<file path="config.mk">
export PLATFORM = sky130hd
export DESIGN_NAME = ft_recovery_ctrl_flat
export DESIGN_NICKNAME = d
export VERILOG_FILES = /design/src/rtl/ft_recovery_ctrl_pkg.sv /design/src/rtl/ft_recovery_ctrl_if.sv /design/src/rtl/ft_recovery_ctrl_sat_counter.sv /design/src/rtl/ft_recovery_ctrl.sv /design/src/flat_wrapper.sv
export SDC_FILE = /design/constraint.sdc
export NUM_CORES = 1
export LEC_CHECK = 0
export ABC_AREA = 1
export BUFFER_PORTS_ARGS = -buffer_cell sky130_fd_sc_hd__buf_2
export CORE_ASPECT_RATIO = 0.6
export CORE_MARGIN = 1.5
export CORE_UTILIZATION = 25
export DETAILED_ROUTE_END_ITERATION = 12
export PLACE_DENSITY_LB_ADDON = 0.08
export SYNTH_ARGS = -nofsm -noshare
export SYNTH_HDL_FRONTEND = slang
export SYNTH_HIERARCHICAL = 1
export SYNTH_SLANG_ARGS = --single-unit
</file>
<file path="constraint.sdc">
create_clock -name clk_i -period 1.44 [get_ports clk_i]
set_input_delay 0.072 -clock clk_i [delete_from_list [all_inputs] [get_ports clk_i]]
set_output_delay 0.072 -clock clk_i [all_outputs]
set_load 0.05 [all_outputs]
</file>
<file path="src/rtl/ft_recovery_ctrl_pkg.sv">
// Shared types and default parameters for the dual-core recovery sequencer.
package ft_pkg;

  typedef enum logic [2:0] {
    RUN,
    HALT,
    COPY,
    RESTART,
    FATAL
  } ft_rec_state_e;

  localparam int FT_ERRCNT_W         = 8;
  localparam int FT_NREGS_DEF        = 32;
  localparam int FT_DRAIN_CYCLES_DEF = 4;
  localparam int FT_MAX_RETRIES_DEF  = 3;
  localparam int FT_CLEAN_CYCLES_DEF = 1024;

endpackage

</file>
<file path="src/rtl/ft_recovery_ctrl_if.sv">
// Signal bundle between the recovery sequencer and the SoC / dual-core pair.
interface ft_recovery_ctrl_if
  import ft_pkg::*;
#(
  parameter int NREGS = FT_NREGS_DEF
) ();

  logic                       fetch_enable_i;
  logic                       error_i;
  logic [31:0]                pc_checkpoint_i;
  logic                       fetch_enable_o;
  logic                       rf_copy_we_o;
  logic [$clog2(NREGS)-1:0]   rf_copy_addr_o;
  logic                       restart_o;
  logic [31:0]                boot_addr_o;
  logic                       recovering_o;
  logic                       fatal_o;
  logic [FT_ERRCNT_W-1:0]     error_count_o;

  modport master (
    input  fetch_enable_i, error_i, pc_checkpoint_i,
    output fetch_enable_o, rf_copy_we_o, rf_copy_addr_o, restart_o,
           boot_addr_o, recovering_o, fatal_o, error_count_o
  );

  modport slave (
    output fetch_enable_i, error_i, pc_checkpoint_i,
    input  fetch_enable_o, rf_copy_we_o, rf_copy_addr_o, restart_o,
           boot_addr_o, recovering_o, fatal_o, error_count_o
  );

endinterface

</file>
<file path="src/rtl/ft_recovery_ctrl_sat_counter.sv">
// Saturating up-counter with synchronous clear; clear wins over increment.
module ft_sat_counter
  import ft_pkg::*;
#(
  parameter int WIDTH = FT_ERRCNT_W
) (
  input  logic             clk_i,
  input  logic             rst_i,
  input  logic             inc_i,
  input  logic             clr_i,
  output logic [WIDTH-1:0] count_o
);

  always_ff @(posedge clk_i or posedge rst_i) begin
    if (rst_i) begin
      count_o <= '0;
    end else if (clr_i) begin
      count_o <= '0;
    end else if (inc_i && (count_o != {WIDTH{1'b1}})) begin
      count_o <= count_o + WIDTH'(1);
    end
  end

endmodule

</file>
<file path="src/rtl/ft_recovery_ctrl.sv">
// Recovery sequencer: halt, drain, copy core 0 regfile into core 1, restart.
//   RUN     | normal operation, fetch follows the SoC enable
//   HALT    | fetch held off while the pipelines drain
//   COPY    | register copy, addresses 1..NREGS-1
//   RESTART | one-cycle restart pulse to both cores
//   FATAL   | too many retries, parked until reset
module ft_recovery_ctrl
  import ft_pkg::*;
#(
  parameter int NREGS        = FT_NREGS_DEF,
  parameter int DRAIN_CYCLES = FT_DRAIN_CYCLES_DEF,
  parameter int MAX_RETRIES  = FT_MAX_RETRIES_DEF,
  parameter int CLEAN_CYCLES = FT_CLEAN_CYCLES_DEF
) (
  input logic                clk_i,
  input logic                rst_i,
  ft_recovery_ctrl_if.master bus
);

  localparam int AW = $clog2(NREGS);
  localparam int DW = $clog2(DRAIN_CYCLES + 1);
  localparam int CW = $clog2(CLEAN_CYCLES + 1);
  localparam int RW = $clog2(MAX_RETRIES + 1);
  localparam logic [AW-1:0] LAST_ADDR   = AW'(NREGS - 1);
  localparam logic [DW-1:0] DRAIN_LOAD  = DW'(DRAIN_CYCLES - 1);
  localparam logic [CW-1:0] CLEAN_LAST  = CW'(CLEAN_CYCLES - 1);
  localparam logic [RW-1:0] RETRY_LIMIT = RW'(MAX_RETRIES);

  ft_rec_state_e           state_q, state_d;
  logic                    err_q;
  logic                    accept;
  logic [DW-1:0]           drain_q, drain_d;
  logic [AW-1:0]           addr_q, addr_d;
  logic                    we_q, we_d;
  logic                    restart_q, restart_d;
  logic                    fe_q, fe_d;
  logic [31:0]             boot_q, boot_d;
  logic                    rec_q, fatal_q;
  logic [CW-1:0]           clean_q, clean_d;
  logic                    clean_done;
  logic [RW-1:0]           retry_cnt;
  logic [FT_ERRCNT_W-1:0]  err_cnt;

  assign accept = (state_q == RUN) && bus.error_i && !err_q;

  always_ff @(posedge clk_i or posedge rst_i) begin
    if (rst_i) begin
      state_q   <= RUN;
      err_q     <= 1'b0;
      drain_q   <= '0;
      addr_q    <= '0;
      we_q      <= 1'b0;
      restart_q <= 1'b0;
      fe_q      <= 1'b0;
      boot_q    <= '0;
      rec_q     <= 1'b0;
      fatal_q   <= 1'b0;
      clean_q   <= '0;
    end else begin
      state_q   <= state_d;
      err_q     <= bus.error_i;
      drain_q   <= drain_d;
      addr_q    <= addr_d;
      we_q      <= we_d;
      restart_q <= restart_d;
      fe_q      <= fe_d;
      boot_q    <= boot_d;
      rec_q     <= (state_d inside {HALT, COPY, RESTART});
      fatal_q   <= (state_d == FATAL);
      clean_q   <= clean_d;
    end
  end

  // Outputs are decoded from the next state so they line up with the state register.
  always_comb begin
    state_d    = state_q;
    drain_d    = drain_q;
    addr_d     = '0;
    we_d       = 1'b0;
    restart_d  = 1'b0;
    fe_d       = 1'b0;
    boot_d     = boot_q;
    clean_d    = clean_q;
    clean_done = 1'b0;
    unique case (state_q)
      RUN: begin
        if (accept) begin
          clean_d = '0;
          boot_d  = bus.pc_checkpoint_i;
          if (retry_cnt + RW'(1) == RETRY_LIMIT) begin
            state_d = FATAL;
          end else begin
            state_d = HALT;
            drain_d = DRAIN_LOAD;
          end
        end else begin
          fe_d = bus.fetch_enable_i;
          if (bus.fetch_enable_i) begin
            if (clean_q == CLEAN_LAST) begin
              clean_d    = '0;
              clean_done = 1'b1;
            end else begin
              clean_d = clean_q + CW'(1);
            end
          end
        end
      end
      HALT: begin
        if (drain_q == '0) begin
          state_d = COPY;
          we_d    = 1'b1;
          addr_d  = AW'(1);
        end else begin
          drain_d = drain_q - DW'(1);
        end
      end
      COPY: begin
        if (addr_q == LAST_ADDR) begin
          state_d   = RESTART;
          restart_d = 1'b1;
        end else begin
          we_d   = 1'b1;
          addr_d = addr_q + AW'(1);
        end
      end
      RESTART: state_d = RUN;
      FATAL:   state_d = FATAL;
      default: state_d = RUN;
    endcase
  end

  ft_sat_counter #(.WIDTH(FT_ERRCNT_W)) u_err_cnt (
    .clk_i   (clk_i),
    .rst_i   (rst_i),
    .inc_i   (accept),
    .clr_i   (1'b0),
    .count_o (err_cnt)
  );

  // An edge in the same cycle as window completion suppresses the clear.
  ft_sat_counter #(.WIDTH(RW)) u_retry_cnt (
    .clk_i   (clk_i),
    .rst_i   (rst_i),
    .inc_i   (accept),
    .clr_i   (clean_done),
    .count_o (retry_cnt)
  );

  assign bus.fetch_enable_o = fe_q;
  assign bus.rf_copy_we_o   = we_q;
  assign bus.rf_copy_addr_o = addr_q;
  assign bus.restart_o      = restart_q;
  assign bus.boot_addr_o    = boot_q;
  assign bus.recovering_o   = rec_q;
  assign bus.fatal_o        = fatal_q;
  assign bus.error_count_o  = err_cnt;

endmodule

</file>
<file path="src/flat_wrapper.sv">
// flat-port wrapper written by rule: the top's interface ports become plain ports
module ft_recovery_ctrl_flat import ft_pkg::*;
#(
  parameter int NREGS        = FT_NREGS_DEF,
  parameter int DRAIN_CYCLES = FT_DRAIN_CYCLES_DEF,
  parameter int MAX_RETRIES  = FT_MAX_RETRIES_DEF,
  parameter int CLEAN_CYCLES = FT_CLEAN_CYCLES_DEF
)
  (clk_i, rst_i, bus_fetch_enable_i, bus_error_i, bus_pc_checkpoint_i, bus_fetch_enable_o, bus_rf_copy_we_o, bus_rf_copy_addr_o, bus_restart_o, bus_boot_addr_o, bus_recovering_o, bus_fatal_o, bus_error_count_o);
  ft_recovery_ctrl_if #(.NREGS(NREGS)) bus_i ();
  input logic clk_i;
  input logic rst_i;
  input wire logic [$bits(bus_i.fetch_enable_i)-1:0] bus_fetch_enable_i;
  input wire logic [$bits(bus_i.error_i)-1:0] bus_error_i;
  input wire logic [$bits(bus_i.pc_checkpoint_i)-1:0] bus_pc_checkpoint_i;
  output wire logic [$bits(bus_i.fetch_enable_o)-1:0] bus_fetch_enable_o;
  output wire logic [$bits(bus_i.rf_copy_we_o)-1:0] bus_rf_copy_we_o;
  output wire logic [$bits(bus_i.rf_copy_addr_o)-1:0] bus_rf_copy_addr_o;
  output wire logic [$bits(bus_i.restart_o)-1:0] bus_restart_o;
  output wire logic [$bits(bus_i.boot_addr_o)-1:0] bus_boot_addr_o;
  output wire logic [$bits(bus_i.recovering_o)-1:0] bus_recovering_o;
  output wire logic [$bits(bus_i.fatal_o)-1:0] bus_fatal_o;
  output wire logic [$bits(bus_i.error_count_o)-1:0] bus_error_count_o;
  assign bus_i.fetch_enable_i = bus_fetch_enable_i;
  assign bus_i.error_i = bus_error_i;
  assign bus_i.pc_checkpoint_i = bus_pc_checkpoint_i;
  assign bus_fetch_enable_o = bus_i.fetch_enable_o;
  assign bus_rf_copy_we_o = bus_i.rf_copy_we_o;
  assign bus_rf_copy_addr_o = bus_i.rf_copy_addr_o;
  assign bus_restart_o = bus_i.restart_o;
  assign bus_boot_addr_o = bus_i.boot_addr_o;
  assign bus_recovering_o = bus_i.recovering_o;
  assign bus_fatal_o = bus_i.fatal_o;
  assign bus_error_count_o = bus_i.error_count_o;
  ft_recovery_ctrl #(.NREGS(NREGS), .DRAIN_CYCLES(DRAIN_CYCLES), .MAX_RETRIES(MAX_RETRIES), .CLEAN_CYCLES(CLEAN_CYCLES)) u_core (.clk_i(clk_i), .rst_i(rst_i), .bus(bus_i));
endmodule
</file>
==> results of run 1 <==
tightest hold or removal path: cells and delay by family:
family,cells,cell delay (ns)
and+or+nand+nor,2,0.20
buffers and inverters,1,0.11
metal layers:
layer	wire length, µm	up-vias	track usage [%]
met3	486	8	4.070
met2	3193	70	17.28
met4	98	0	4.657
met1	4243	1241	18.47
met5	0	-	0
li1	-	1473	-
through the flow:
step / cell area [µm²] / std cells / setup WS, ns / total power (µW) / utilization, %
after floorplan: 3269 / 387 / 0.003210 / 6206 / -
after global placement: 3976 / 650 / 0.04840 / 7268 / 31.13
after detailed placement: 3976 / 650 / 0.009792 / 7278 / 31.13
after CTS: 4621 / 700 / 0.01909 / 9641 / 36.18
after global routing: 4721 / 704 / -0.02642 / 10340 / 36.96
final: 4721 / 704 / 0.1128 / 9675 / 36.96
Yosys cell counts (2+ instances only):
library cell	instances
nand2_2	6
ha_1	7
buf_6	3
xor2_1	5
nand4_1	4
nand2_1	166
buf_2	3
o21ai_1	9
nor2_4	4
dfrtp_1	70
xnor2_1	3
nor3_1	3
inv_1	35
a21oi_1	6
nand2_4	2
inv_2	3
nor2_1	19
nand3_1	16
o21ai_0	6
nor2_2	3
cells by family (layout without fill, tap and decap cells):
family | Yosys count | count (layout)
flops | 70 | 70
xor+xnor | 8 | 8
fa+ha+maj | 7 | 7
buf+inv | 47 | 194
compound gates | 22 | 22
other cells | 1 | 4
simple gates | 229 | 229
state kept, by name, indices dropped and copies added (netlist names):
name,count
u_core/bus.boot_addr_o,32
u_core/err_q,1
u_core/bus.fatal_o,1
u_core/bus.rf_copy_addr_o,5
u_core/u_err_cnt/count_o,8
u_core/state_q,3
u_core/bus.recovering_o,1
u_core/u_retry_cnt/count_o,2
u_core/bus.fetch_enable_o,1
u_core/bus.restart_o,1
u_core/bus.rf_copy_we_o,1
u_core/drain_q,3
u_core/clean_q,11
final timing paths:
kind	endpoint	slack, ns	from	cells after the start
setup / recovery	u_core/bus.rf_copy_addr_o[2]	0.11	u_core/bus.rf_copy_addr_o[0]	7
hold / removal	u_core/bus.fetch_enable_o	0.12	bus_fetch_enable_i	3
setup reg to reg	u_core/bus.rf_copy_addr_o[2]	0.11	u_core/bus.rf_copy_addr_o[0]	7
hold reg to reg	u_core/bus.boot_addr_o[9]	0.47	u_core/bus.boot_addr_o[9]	2
max in group asynchronous	u_core/bus.boot_addr_o[13]	0.53	rst_i	4
min in group asynchronous	u_core/u_retry_cnt/count_o[1]	0.19	rst_i	3
power groups by stage:
stage / Clock (µW) / Combinational, µW / Sequential, µW
after global placement: 0 / 4220 / 3050
final: 2220 / 4420 / 3040
after global routing: 2400 / 4810 / 3130
after CTS: 2300 / 4310 / 3020
after floorplan: 0 / 1320 / 4880
after detailed placement: 0 / 4240 / 3030
placed cells by master (no fill, tap or decap), types with 2 or more instances in the layout:
cell type and count:
a21oi_1 5, buf_2 85, buf_4 15, buf_6 2, clkbuf_16 9, clkinv_2 3
clkinv_4 2, clkinvlp_4 2, conb_1 4, dfrtp_1 66, dfrtp_2 4, dlygate4sd3_1 34
ha_1 4, ha_2 2, inv_1 32, inv_2 5, nand2_1 162, nand2_2 8
nand2_4 4, nand3_1 16, nand4_1 4, nor2_1 15, nor2_2 5, nor2_4 6
nor3_1 3, o21ai_0 6, o21ai_1 9, xnor2_1 3, xor2_1 5
cell type report:
cell class,count,area share (%)
inverter,41,3.764
timing repair buffer,137,19.51
tap,170,4.506
clock buffer,10,5.062
clock inverter,6,1.299
sequential,70,37.21
multi-input combinational,270,28.65
what timing repair did:
action | CTS | global route
hold buffers | 34 | 0
pin swaps | 0 | 5
setup endpoints to repair | 1 | 49
gates cloned | 0 | 0
buffers inserted | 0 | 4
resized for setup | 1 | 21
endpoints found under the hold margin | 57 | 0
==> impl_metrics.json, run 1 <==
{
  "start_util_pct": 25.42,
  "path_buf_inv": 1,
  "nNetsFinal": 572,
  "dr.pass1.iters": 4,
  "max_cap_viol_count": 0,
  "yosys.area_share.simple_pct": 30.98,
  "avgSynthCellArea_um2": 8.455,
  "p_leak_uw": 0.002475,
  "synth-xor-area-share_pct": 2.158,
  "clockPowerShare_pct": 22.9,
  "synth_cell_types": 31,
  "cpPeakStageDelay_ns": 0.42,
  "worstPathMaxFanout": 4,
  "clk-insertion-delay-late_ns": 0.33,
  "antenna_left": 0,
  "die_x_um": 150.1,
  "vias": 2792,
  "ys.warnings.count": 6,
  "diodes": 0,
  "syn_area_um2": 3247,
  "ys.flop_type": "dfrtp_1",
  "grt.overflow.total": 0,
  "synth_compound_area_share_pct": 3.468,
  "fmax_mhz": 753.5,
  "core_area_um2": 12770,
  "crit_chain": "ha_2 > nand2_1 > nor2_1 > ha_1 > inv_2 > nand2_2 > nor3b_2",
  "p_sw_share_pct": 46.14,
  "yosysSeqAreaShare_pct": 53.95,
  "vdd_drop_max_mv": 1.135,
  "antenna_found_initial": 0,
  "wire_per_inst_um": 11.39,
  "synth_async_sr_flop_share_pct": 100.0,
  "rsz0062_at_grt": "yes",
  "drt-initial-drc-count": 156,
  "grt_pass1_wl_mm": 13.42,
  "seq_area_um2": 1757,
  "synthMuxAreaShare_pct": 0,
  "synth_top_family_by_area": "simple AND/OR/NAND/NOR gates",
  "hold_violations": 0,
  "die_area_um2": 13700,
  "io_pins": 86,
  "syn2layout_area_growth_pct": 45.40,
  "hold_ws_ns": 0.1160,
  "cell_internal_pwr_uw": 5211,
  "multi_input_area_um2": 1353,
  "dp_hpwl_mm": 5.617,
  "num_rows": 32,
  "outcome": "finished clean",
  "grt_pass1_vias": 2703,
  "critPathKind": "reg -> reg",
  "portBuffers": 85,
  "synth_edf_count": 0,
  "crit_slowest_cell": "dfrtp_2",
  "yosys.area.top_type_share_pct": 53.95,
  "grt_usage_pct": 12.70,
  "start_kind": "flip-flop",
  "wl_mm": 8.021,
  "comb_power_share_pct": 45.7,
  "drv_slew": 0,
  "grt_max_degree": 27,
  "cts_max_path_buffers": 2,
  "min_period_ns": 1.327,
  "cts.htree.levels": 3,
  "setup_viol": 0,
  "min_period_over_period_pct": 92.16,
  "cp-end-kind": "flip-flop",
  "chipHeight_um": 91.28,
  "yosysTopAreaCell": "dfrtp_1",
  "nFillCells": 1353,
  "drive_above_1_share_pct": 30.52,
  "synth-seq-cells": 70,
  "skew_ns": 0.007549,
  "viasPerCell": 3.966,
  "critPathRequiredTime_ns": 1.69,
  "power.density_nw_per_um2": 2049,
  "p_seq_share_pct": 31.4,
  "synthCells": 384,
  "cts_buffers": 9,
  "cts_tree": "built",
  "synthAdderAreaFrac_pct": 2.697,
  "setup_tns_ns": 0,
  "drc": 0,
  "routabilityCongestion": 0.7191,
  "clk_pin_slew_worst_paths_ns": 0.06,
  "cts_root_buffer": "clkbuf_16",
  "crit_family": "flip-flops",
  "cts_sinks": 70,
  "synth_area_leaders": "dfrtp_1 (54%), nand2_1 (19%), inv_1 (4.0%)",
  "arrival_ns": 1.58,
  "hold_path_class": "in -> reg",
  "p_sw_uw": 4464
}
(Power assumes the default switching activity.)
==> run 2, diff against run 1 <==
--- a/config.mk
+++ b/config.mk
@@ -5,7 +5,6 @@
 export SDC_FILE = /design/constraint.sdc
 export NUM_CORES = 1
 export LEC_CHECK = 0
-export ABC_AREA = 1
 export BUFFER_PORTS_ARGS = -buffer_cell sky130_fd_sc_hd__buf_2
 export CORE_ASPECT_RATIO = 0.6
 export CORE_MARGIN = 1.5
==> impl_metrics.json, run 2 <==
{
  "synthMuxAreaShare_pct": 2.980,
  "drc": 0,
  "cts.htree.levels": 3,
  "synth_compound_area_share_pct": 8.941,
  "io_pins": 86,
  "portBuffers": 85,
  "viasPerCell": 4.201,
  "nNetsFinal": 544,
  "final_cell_mix": "nand2_1 (106), buf_2 (85), dfrtp_1 (66)",
  "min_from": "bus_error_i",
  "fin_area_um2": 5074,
  "max_cap_viol_count": 0,
  "ys.warnings.count": 6,
  "ys.flop_type": "dfrtp_1",
  "clk_pin_slew_worst_paths_ns": 0.06,
  "avgSynthCellArea_um2": 9.787,
  "min_period_ns": 1.642,
  "hold_violations": 0,
  "yosysSeqAreaShare_pct": 54.90,
  "antenna_left": 0,
  "final_common_cell": "nand2_1",
  "fin_ws_ns": -0.2020,
  "dp_hpwl_mm": 5.991,
  "synth_area_leaders": "dfrtp_1 (55%), nand2_1 (13%), ha_1 (2.7%)",
  "syn_nets": 369,
  "cell_internal_pwr_uw": 3478,
  "crit_slowest_cell": "dfrtp_1",
  "setup_viol": 23,
  "outcome": "finished with violations",
  "critPathRequiredTime_ns": 1.66,
  "reg2reg_depth": 6,
  "synth_async_sr_flop_share_pct": 100.0,
  "yosys.area.top_type_share_pct": 54.90,
  "worstPathMaxFanout": 3,
  "r2r_slack_ns": -0.20,
  "diodes": 0,
  "crit_end": "u_core/u_err_cnt/count_o[5]",
  "synth-seq-cells": 70,
  "final_core_util_pct": 41.39,
  "drv_slew": 0,
  "p_sw_share_pct": 21.57,
  "p_leak_uw": 0.002624,
  "crit_chain": "nor3_4 > nand2_2 > inv_4 > nand4_1 > a211oi_2 > mux2_4",
  "p_seq_share_pct": 44.4,
  "vdd_drop_max_mv": 0.5312,
  "chipHeight_um": 90.51,
  "cpPeakStageDelay_ns": 0.40,
  "synthCells": 326,
  "critPathKind": "reg -> reg",
  "wl_mm": 8.559,
  "ys_top_cells_by_count": "nand2_1 (107), dfrtp_1 (70), inv_1 (10)",
  "vias": 2819,
  "min_period_over_period_pct": 114.0,
  "cts_tree": "built",
  "cp.depth": 6,
  "syn_area_um2": 3191,
  "p_sw_uw": 956.5,
  "placed_cell_area_um2": 4274,
  "cts_buffers": 9,
  "largest_reg_flops": 32,
  "die_x_um": 148.8,
  "cts_max_path_buffers": 2,
  "grt_pass1_wl_mm": 14.54,
  "drt-initial-drc-count": 62,
  "grt_max_degree": 34,
  "startpoint": "u_core/state_q[2]",
  "start_kind": "flip-flop",
  "wire_per_inst_um": 12.76,
  "violations": "setup timing",
  "core_area_um2": 12260,
  "num_rows": 31,
  "routabilityCongestion": 0.7712,
  "cts_sinks": 70,
  "yosysMostFrequentCell": "nand2_1",
  "yosysTopAreaCell": "dfrtp_1",
  "rsz0062_at_grt": "yes",
  "syn2layout_area_growth_pct": 59.02,
  "clk-insertion-delay-late_ns": 0.33,
  "grt.overflow.total": 0,
  "cts_root_buffer": "clkbuf_16",
  "synth_edf_count": 0,
  "arrival_ns": 1.86,
  "r2r-start": "u_core/state_q[2]",
  "cp-end-kind": "flip-flop",
  "synth_cell_types": 55,
  "antenna_found_initial": 0,
  "start_util_pct": 26.03,
  "nFillCells": 1225,
  "grt_usage_pct": 13.77,
  "path_buf_inv": 1,
  "crit_family": "simple AND/OR/NAND/NOR gates",
  "clockPowerShare_pct": 51.2,
  "synth-xor-area-share_pct": 0.8235,
  "synthAdderAreaFrac_pct": 2.745,
  "skew_ns": 0.006200,
  "worst_r2r_endpoint": "u_core/u_err_cnt/count_o[5]",
  "comb_power_share_pct": 4.4,
  "synth_top_family_by_area": "simple AND/OR/NAND/NOR gates",
  "drive_above_1_share_pct": 40.32,
  "power.density_nw_per_um2": 873.9,
  "dr.pass1.iters": 4,
  "grt_pass1_vias": 2845,
  "fmax_mhz": 609.0,
  "die_area_um2": 13470,
  "hold_path_class": "in -> reg",
  "yosys.area_share.simple_pct": 26.27
}
## run 2: cell count changes after synthesis, moves of 6 or more
cell	previous run	this run
nand2_1	166	107
nand2_2	6	0
o21ai_1	9	2
nor2b_1	0	8
a31oi_1	0	6
nor2_1	19	9
nand3_1	16	8
inv_1	35	10
## run 2: what timing repair did
action,CTS,global route
pin swaps,5,6
setup buffers,2,1
gates resized for setup,16,16
hold buffers,34,0
hold endpoints to repair,79,0
endpoints found under the setup margin,28,35
## run 2: worst min path at each step
| stage | end | depth (start not counted) | slack (ns) |
|---|---|---|---|
| 6_report | u_core/state_q[2] | 4 | 0.14 |
| 5_1_grt | u_core/state_q[2] | 4 | 0.15 |
| 4_1_cts | u_core/state_q[2] | 4 | 0.15 |
| 3_5_place_dp | u_core/u_retry_cnt/count_o[1] | 2 | -0.03 |
| 3_3_place_gp | u_core/u_retry_cnt/count_o[1] | 2 | -0.03 |
| 2_1_floorplan | u_core/u_retry_cnt/count_o[0] | 1 | -0.19 |
## run 2: worst register-to-register path, stage by stage (launching register included)
cell      delay (ns)
dfrtp_1         0.40
nor3_4          0.22
nand2_2         0.10
inv_4           0.08
nand4_1         0.17
a211oi_2        0.24
mux2_4          0.32
## run 2: cells by family (layout without fill, tap and decap cells)
family                     Yosys count  in the layout
and+or+nand+nor                    175            175
adders and majority gates            7              7
xor gates and xnor gates             3              3
AOI/OAI and AO/OA                   41             41
buffers and inverters               22            202
other                                1              1
muxes                                7              7
DFF                                 70             70
## run 2: area by class of cell
class	count	area, µm²	area share (%)
sequential	70	1757	34.62
multi-input combinational	234	1519	29.94
timing repair buffer	175	1237	24.39
clock buffer	10	239.0	4.710
tap	165	206.4	4.069
clock inverter	6	67.56	1.332
inverter	11	47.55	0.9371
## run 2: routing by layer
metal  global-route usage [%]  vias up  wire, µm
met1                    20.18     1324      4615
li1                         -     1445         -
met4                    3.053        0        55
met2                    19.73       46      3550
met3                    4.091        4       337
met5                        0        -         0
## run 2: power groups by stage
stage	Combinational, µW	Clock, µW	Sequential [µW]
after floorplan	42.2	0	2000
after CTS	196	2350	1970
after global routing	220	2450	1970
after global placement	122	0	2000
final	197	2270	1970
after detailed placement	122	0	2000
## run 2: through the flow
step / setup slack [ns] / std cells / hold slack [ns] / total power, µW / setup TNS [ns]
4_1_cts: -0.2175 / 671 / 0.1483 / 4520 / -2.636
6_report: -0.2020 / 671 / 0.1428 / 4434 / -2.236
3_5_place_dp: -0.2829 / 619 / -0.02883 / 2127 / -3.474
2_1_floorplan: -0.4557 / 326 / -0.1868 / 2047 / -3.523
5_1_grt: -0.3241 / 671 / 0.1504 / 4640 / -4.818
3_3_place_gp: -0.2484 / 619 / -0.03012 / 2127 / -3.273
